[config.mk]
export PLATFORM = sky130hd
export DESIGN_NAME = instr_fetch_flat
export DESIGN_NICKNAME = d
export VERILOG_FILES = /design/src/rtl/instr_fetch_if.sv /design/src/rtl/instr_fetch.sv /design/src/flat_wrapper.sv
export SDC_FILE = /design/constraint.sdc
export NUM_CORES = 1
export LEC_CHECK = 0
export ABC_AREA = 1
export CAP_MARGIN = 20
export CORE_MARGIN = 2
export CORE_UTILIZATION = 45
export DETAILED_ROUTE_END_ITERATION = 12
export HOLD_SLACK_MARGIN = 0.12
export PLACE_DENSITY_LB_ADDON = 0.2
export SETUP_SLACK_MARGIN = 0.02
export SYNTH_ARGS = -nofsm -noshare
export SYNTH_HDL_FRONTEND = slang
export SYNTH_SLANG_ARGS = --single-unit
[constraint.sdc]
create_clock -name clk -period 2.01 [get_ports clk]
set_input_delay 0.5025 -clock clk [delete_from_list [all_inputs] [get_ports clk]]
set_output_delay 0.5025 -clock clk [all_outputs]
set_load 0.01 [all_outputs]
[src/rtl/instr_fetch_if.sv]
// Instruction stream bus between the fetch unit (slave side here) and the
// surrounding control/decoder logic (master side).
interface instr_fetch_if #(
    parameter int PROG_DEPTH = 16
);
    localparam int PC_W = $clog2(PROG_DEPTH);

    logic            step;
    logic            start;
    logic            prog_we;
    logic [PC_W-1:0] prog_addr;
    logic [15:0]     prog_wdata;
    logic            branch_en;
    logic            take_branch;
    logic [15:0]     instruction;
    logic [PC_W-1:0] pc;
    logic            instr_valid;
    logic            halted;
    logic [7:0]      retired_cnt;

    modport slave (
        input  step, start, prog_we, prog_addr, prog_wdata, branch_en, take_branch,
        output instruction, pc, instr_valid, halted, retired_cnt
    );

    modport master (
        output step, start, prog_we, prog_addr, prog_wdata, branch_en, take_branch,
        input  instruction, pc, instr_valid, halted, retired_cnt
    );
endinterface

[src/rtl/instr_fetch.sv]
// Instruction fetch/sequencing unit: writable program memory, PC, and an
// IDLE/RUN/HALT sequencer that advances one instruction per step edge.
module instr_fetch #(
    parameter int          PROG_DEPTH = 16,
    parameter logic [3:0]  HALT_OP    = 4'hF
) (
    input  logic         clk,
    input  logic         rst_general_n,
    instr_fetch_if.slave bus
);
    localparam int PC_W = $clog2(PROG_DEPTH);

    typedef enum logic [1:0] {S_IDLE, S_RUN, S_HALT} state_t;

    typedef struct packed {
        logic [15:0]     instruction;
        logic [PC_W-1:0] pc;
        logic            valid;
        logic            halted;
        logic [7:0]      retired;
    } fetch_t;

    state_t          state, state_nxt;
    fetch_t          f;
    logic            step_q;
    logic            step_edge;
    logic            do_start, do_adv, do_halt, mem_we;
    logic            taken;
    logic [PC_W-1:0] offset;
    logic [PC_W-1:0] next_pc;
    logic [15:0]     mem [PROG_DEPTH];

    assign step_edge = bus.step & ~step_q;
    assign taken     = bus.branch_en & bus.take_branch;

    // The sum wraps mod PROG_DEPTH, so only the low PC_W bits of the
    // sign-extended offset matter (PC_W <= 8 for depths up to 256).
    assign offset  = taken ? f.instruction[PC_W-1:0] : '0;
    assign next_pc = f.pc + PC_W'(1) + offset;

    always_ff @(posedge clk or negedge rst_general_n) begin
        if (!rst_general_n) state <= S_IDLE;
        else                state <= state_nxt;
    end

    always_comb begin
        state_nxt = state;
        do_start  = 1'b0;
        do_adv    = 1'b0;
        do_halt   = 1'b0;
        mem_we    = 1'b0;
        case (state)
            S_IDLE: begin
                if (bus.start) begin
                    do_start  = 1'b1;
                    state_nxt = S_RUN;
                end else if (bus.prog_we) begin
                    mem_we = 1'b1;
                end
            end
            S_RUN: begin
                if (bus.start) begin
                    do_start = 1'b1;
                end else if (step_edge) begin
                    if (f.instruction[15:12] == HALT_OP) begin
                        do_halt   = 1'b1;
                        state_nxt = S_HALT;
                    end else begin
                        do_adv = 1'b1;
                    end
                end
            end
            S_HALT: begin
                if (bus.start) begin
                    do_start  = 1'b1;
                    state_nxt = S_RUN;
                end
            end
            default: state_nxt = S_IDLE;
        endcase
    end

    // Program memory is deliberately outside the reset domain so it survives reset.
    always_ff @(posedge clk) begin
        if (mem_we) mem[bus.prog_addr] <= bus.prog_wdata;
    end

    always_ff @(posedge clk or negedge rst_general_n) begin
        if (!rst_general_n) begin
            f      <= '0;
            step_q <= 1'b0;
        end else begin
            step_q <= bus.step;
            if (do_start) begin
                f.pc          <= '0;
                f.instruction <= mem[0];
                f.valid       <= 1'b1;
                f.halted      <= 1'b0;
                f.retired     <= 8'd0;
            end else if (do_halt) begin
                f.halted <= 1'b1;
            end else if (do_adv) begin
                f.pc          <= next_pc;
                f.instruction <= mem[next_pc];
                f.retired     <= f.retired + 8'd1;
            end
        end
    end

    assign bus.instruction = f.instruction;
    assign bus.pc          = f.pc;
    assign bus.instr_valid = f.valid;
    assign bus.halted      = f.halted;
    assign bus.retired_cnt = f.retired;
endmodule
[src/flat_wrapper.sv]
// flat-port wrapper written by rule: the top's interface ports become plain ports
module instr_fetch_flat 
#(
    parameter int          PROG_DEPTH = 16,
    parameter logic [3:0]  HALT_OP    = 4'hF
)
  (clk, rst_general_n, bus_step, bus_start, bus_prog_we, bus_prog_addr, bus_prog_wdata, bus_branch_en, bus_take_branch, bus_instruction, bus_pc, bus_instr_valid, bus_halted, bus_retired_cnt);
  instr_fetch_if #(.PROG_DEPTH(PROG_DEPTH)) bus_i ();
  input  logic clk;
  input  logic rst_general_n;
  input wire logic [$bits(bus_i.step)-1:0] bus_step;
  input wire logic [$bits(bus_i.start)-1:0] bus_start;
  input wire logic [$bits(bus_i.prog_we)-1:0] bus_prog_we;
  input wire logic [$bits(bus_i.prog_addr)-1:0] bus_prog_addr;
  input wire logic [$bits(bus_i.prog_wdata)-1:0] bus_prog_wdata;
  input wire logic [$bits(bus_i.branch_en)-1:0] bus_branch_en;
  input wire logic [$bits(bus_i.take_branch)-1:0] bus_take_branch;
  output wire logic [$bits(bus_i.instruction)-1:0] bus_instruction;
  output wire logic [$bits(bus_i.pc)-1:0] bus_pc;
  output wire logic [$bits(bus_i.instr_valid)-1:0] bus_instr_valid;
  output wire logic [$bits(bus_i.halted)-1:0] bus_halted;
  output wire logic [$bits(bus_i.retired_cnt)-1:0] bus_retired_cnt;
  assign bus_i.step = bus_step;
  assign bus_i.start = bus_start;
  assign bus_i.prog_we = bus_prog_we;
  assign bus_i.prog_addr = bus_prog_addr;
  assign bus_i.prog_wdata = bus_prog_wdata;
  assign bus_i.branch_en = bus_branch_en;
  assign bus_i.take_branch = bus_take_branch;
  assign bus_instruction = bus_i.instruction;
  assign bus_pc = bus_i.pc;
  assign bus_instr_valid = bus_i.instr_valid;
  assign bus_halted = bus_i.halted;
  assign bus_retired_cnt = bus_i.retired_cnt;
  instr_fetch #(.PROG_DEPTH(PROG_DEPTH), .HALT_OP(HALT_OP)) u_core (.clk(clk), .rst_general_n(rst_general_n), .bus(bus_i));
endmodule
[Yosys cells after proc, flatten, opt, wreduce, memory -nomap -nowiden]
Memories as Yosys holds them, arrays and structs flattened.
Index checks and enable logic that the tools add are counted.
Operators by class
  add/sub/neg operators: 3
  equality and inequality tests: 8
  muxes and demuxes: 28
  bitwise operators: 3
  reductions and logical operators: 7
Operators with widths (count)
  $mux W20: 3
  $mux W1: 16
  $mux W8: 2
  $mux W9: 1
  $add A8 B1 Y8 const B: 1
  $mux W2: 4
  $ne A2 B1 Y1 const B: 4
  $add A4 B1 Y4 const B: 1
  $add A4 B4 Y4: 1
  $eq A4 B4 Y1 const B: 1
  $mux W4: 1
  $pmux W2 S2: 1
  $reduce_and A4 Y1: 1
  $reduce_bool A2 Y1: 2
  $reduce_or A3 Y1: 1
  $and A1 B1 Y1: 2
  $eq A2 B1 Y1 const B: 1
  $eq A2 B2 Y1 const B: 1
  $logic_not A2 Y1: 1
  $ne A2 B2 Y1 const B: 1
  $reduce_and A2 Y1: 1
  $reduce_or A2 Y1: 1
  $not A1 Y1: 1
Storage, ports and cells
  bits in registers: 33
  memory bits (writable): 256
  bits of input ports: 27
  output and inout port bits: 30
  word-level logic and storage cells: 57
  memories: 1
Memory list
  u_core.mem: depth 16, width 16, read ports 2, clocked after memory_dff 0, write ports 1, line instr_fetch.sv:31  | logic [15:0] mem [PROG_DEPTH];

[Longest topological paths before layout]
  depth in word-level cells: 8
  mapped depth: 14
  mapped depth without buffers: 12

[Worst setup path after synthesis]
OpenSTA, ideal clock, no wires.
  path kind: in2reg
  start point: in bus_branch_en
  end point: reg u_core.bus.instruction[0] (netlist name)
  setup time: 117 ps
  arrival: 2127 ps
  required time: 1893 ps
  slack: -235 ps
  stages: 13
  path buffers: 2
  cells stage by stage: nand3_1 ha_1 fa_1 buf_2 inv_2 clkbuf_1 nor2_1 nand2_1 nand2_1 nand2_1 nand3_1 nand3_1 nand2_1
Between the ends
  word-level cells in the longest chain between the ends: 7
RTL lines
  from (decl): line flat_wrapper.sv:16  | input wire logic [$bits(bus_i.branch_en)-1:0] bus_branch_en;
  $and A1 B1 Y1: line instr_fetch.sv:34  | assign taken = bus.branch_en & bus.take_branch;
  $mux W4: line instr_fetch.sv:38  | assign offset = taken ? f.instruction[PC_W-1:0] : '0;
  $add A4 B4 Y4: line instr_fetch.sv:39  | assign next_pc = f.pc + PC_W'(1) + offset;
  $mem_v2 Z16 W16
  $mux W20: line instr_fetch.sv:102  | end else if (do_adv) begin
  $mux W20: line instr_fetch.sv:100  | end else if (do_halt) begin
  $mux W20: line instr_fetch.sv:94  | if (do_start) begin
No other way between the ends. The select of a mux whose other input is x is not followed.
A chain may end at the register's enable or synchronous reset.

[Worst setup path after layout]
  start point: reg u_core.bus.instruction[0] (netlist name)
  end point: reg u_core.bus.instruction[6] (netlist name)
Between the ends
  word-level cells in the longest chain between the ends: 6
RTL lines (line)
  $mux W4: instr_fetch.sv:38
  $add A4 B4 Y4: instr_fetch.sv:39
  $mem_v2 Z16 W16
  $mux W20: instr_fetch.sv:102
  $mux W20: instr_fetch.sv:100
  $mux W20: instr_fetch.sv:94
No other way between the ends. The select of a mux whose other input is x is not followed.

==> flow_summary_export.csv <==
group,metric,value,unit
status,status,"complete, but fails checks",
status,violations,"negative setup slack",
placed_design,gp_congestion,0.846,
die,dieArea,0.0295,sq mm
yosys,synth.area.top_cells,"edfxtp_1 61%, nand2_1 13%, dfrtp_1 6.5%",
placed_design,dp_hpwl,20200,um
clocking,cts-root-buf,"clkbuf_16",
finish,nNetsFinal,1460,
drt,drc,0,
pwr,design_power_total,15.4,mW
clocking,clock_latency,570,ps
finish,drive_above_1_share,15.6,%
drt,wirelength,33100,um
yosys,synth_seq_cells,289,
yosys,synthDistinctLibCells,27,
grt,grt_max_degree,40,
placed_design,dp.cells,1753,
timing,setup_violations,16,
timing,fmax,439,MHz
setup_path,crit_required,2470,ps
clocking,numCtsBuffers,30,
pwr,internal-power,11.0,mW
run,drv_cap,0,
timing,rsz0062_at_grt,"true",
yosys,synth_flop_cell,"edfxtp_1",
placed_design,placed_area,0.0145,sq mm
die,row_count,61,
timing,max_slew_margin,54.5,%
die,die_w,172,um
clocking,cts_tree,"built",
die,die_y,172,um
drt,drtPass1Iterations,5,
drt,first_iter_violations,813,
yosys,synthesis.nets,1317,
pwr,p_per_area,973,mW/mm^2
yosys,async_flop_share,11.4,%
hold_path,hp-class,"in2async",
drt,vias,9155,
timing,setup_ws,-266,ps
yosys,yosysSeqAreaShare,67.3,%
setup_path,critPathLaunchType,"flip-flop",
die,io_pins,57,
pwr,leakagePower,6.84,nW
setup_path,timing.rr.end,"u_core.bus.instruction[6]",
setup_path,r2r-start,"u_core.bus.instruction[0]",
setup_path,cp_max_fo,7,
setup_path,criticalPathCategory,"reg2reg",
finish,antennaDiodeCount,0,
timing,fin_skew,22.0,ps
setup_path,crit_arrival,2740,ps
yosys,synth.most_common_cell,"nand2_1",
die,core_area,0.0277,sq mm
yosys,synthTopCellsByCount,"450 x nand2_1, 256 x edfxtp_1, 158 x inv_1, 149 x nor2_1, 90 x nand3_1",
clocking,cts_max_path_buffers,3,
placed_design,port_buffers,56,
yosys,synth_edf_count,256,
finish,num-fill-cells,2373,
setup_path,cp_cell_sequence,"nand3_2 -> ha_4 -> fa_2 -> buf_12 -> inv_12 -> buf_8 -> buf_6 -> o21ai_2 -> o21ai_1 -> nand2_1 -> nand3_2 -> nand3_2 -> nand2_1",
die,start_util,45.7,%
grt,grt_pass1_wl,50000,um
timing,worst_slew_pin_slew,680,ps
pwr,p_comb_share,22.0,%
timing,period_share,113,%
finish,fin_cells,1830,
setup_path,crit_path_frequent_cell,"nand3_2",
grt,grt_usage,22.8,%
setup_path,slowest_stage,"fa_2",
clocking,clk_pin_slew_worst_paths,70,ps
pwr,p_clk_share,34.7,%
yosys,yosys.area.top_type_share,60.7,%
yosys,syn_avg_cell_area,9.85,sq um
grt,antenna_found_initial,0,
pwr,max-vdd-ir-drop,630,uV
timing,finalHoldViolCount,0,
yosys,ys.warnings.count,0,
timing,min_period,2280,ps
grt,grt_overflow_total,0,
finish,finalInstanceArea,0.0159,sq mm
clocking,cts.sinks,289,
drt,avgRoutedWirePerCell,18.1,um
grt,grt_pass1_vias,8758,
yosys,synth_top_area_cell,"edfxtp_1",
setup_path,end_kind,"flip-flop",
drt,viasPerCell,5.00,
setup_path,reg2reg_slack,-270,ps
drt,ant_nets,0,
pwr,power.switching,4.39,mW
setup_path,r2r_cells,13,
yosys,syn_inst,1285,
yosys,netlist_area,0.0127,sq mm
timing,slew_viol_final,0,
finish,area_growth_syn_to_layout,25.3,%
clocking,htree_levels,1,
pwr,seq_power_share,43.3,%
setup_path,slowest_delay,550,ps
pwr,switching_share,28.5,%
-- sequential cells by signal, summed over array words and instances (netlist names) --
name / count
u_core.mem: 256
u_core.bus.instruction: 16
u_core.bus.retired_cnt: 8
u_core.bus.pc: 4
u_core.state: 2
u_core.bus.halted: 1
u_core.bus.instr_valid: 1
u_core.step_q: 1
-- layer usage --
layer | up-vias | global-route usage, % | share of wire (%)
li1 | 4414 | - | -
met1 | 4357 | 31.6 | 43
met2 | 331 | 36.7 | 46
met3 | 53 | 4.76 | 8.4
met4 | 0 | 5.90 | 2.0
met5 | - | 0 | 0
-- cell families (layout without fill, tap and decap cells) --
kind of cell | count (synthesis) | after routing | synth area share (%)
AO/OA/AOI/OAI | 65 | 65 | 2.68
buffers and inverters | 219 | 386 | 7.14
AND/OR/NAND/NOR | 703 | 703 | 22.0
adder cells (fa/ha/maj) | 5 | 5 | 0.554
XOR/XNOR | 4 | 4 | 0.336
flip-flops | 289 | 289 | 67.3
-- timing repair --
action,CTS,global route
hold buffers,1,0
setup endpoints to repair,42,81
gates resized for setup,41,51
pin swaps,10,9
buffers inserted,12,2
hold endpoints to repair,14,0
cloned,4,2
-- stage by stage --
stage / setup TNS, ps / setup WS (ps) / utilization (%) / hold slack, ps
2_1_floorplan: -11950 / -63.4 / - / 207
3_3_place_gp: -99530 / -907 / 52.2 / 447
3_5_place_dp: -102880 / -916 / 52.2 / 458
4_1_cts: -3700 / -260 / 56.5 / 414
5_1_grt: -4940 / -334 / 57.2 / 421
6_report: -3560 / -266 / 57.2 / 436
-- worst max-delay path, delay by kind of cell, from the launching register on --
kind | cells | cell delay [ps]
buf+inv | 4 | 480
fa+ha+maj | 2 | 730
simple gates | 5 | 390
compound gates | 2 | 120
flops | 1 | 430
-- cell usage in the layout (no fill, tap or decap), drive strengths merged, types with 6 or more instances in the layout --
cell type,count
dlygate4sd2,22
nor2,149
dlymetal6s2s,7
clkinv,13
inv,167
nand2,454
edfxtp,256
buf,108
o21ai,53
o22ai,6
nand3,90
dfrtp,33
clkdlybuf4s50,25
clkbuf,41
nand4,6
-- worst max-delay path by stage --
| stage | startpoint | cells after the start | end |
|---|---|---|---|
| after floorplan | bus_start | 4 | u_core.mem[12][0] |
| after global placement | bus_branch_en | 13 | u_core.bus.instruction[14] |
| after detailed placement | bus_take_branch | 13 | u_core.bus.instruction[14] |
| after CTS | u_core.bus.instruction[0] | 11 | u_core.bus.instruction[13] |
| after global routing | u_core.bus.instruction[0] | 13 | u_core.bus.instruction[15] |
| final | u_core.bus.instruction[0] | 13 | u_core.bus.instruction[6] |
-- final cells by class --
cell class | count | area (sq um) | area share, %
clock buffer | 40 | 838 | 5.29
tap | 378 | 473 | 2.98
sequential | 289 | 8520 | 53.7
multi-input combinational | 777 | 3440 | 21.7
clock inverter | 16 | 116 | 0.734
timing repair buffer | 164 | 1820 | 11.5
inverter | 164 | 628 | 3.96
timing repair inverter | 2 | 20.0 | 0.126
-- power by group through the flow --
| stage | Sequential [mW] | Combinational (mW) | Clock, mW |
|---|---|---|---|
| floorplan | 6.83 | 1.81 | 0 |
| global placement | 6.82 | 2.86 | 0 |
| detailed placement | 6.82 | 2.88 | 0 |
| CTS | 6.68 | 3.17 | 5.42 |
| global route | 6.69 | 3.73 | 5.68 |
| finish | 6.69 | 3.39 | 5.35 |
No activity file was read; power rests on OpenSTA's default activity.
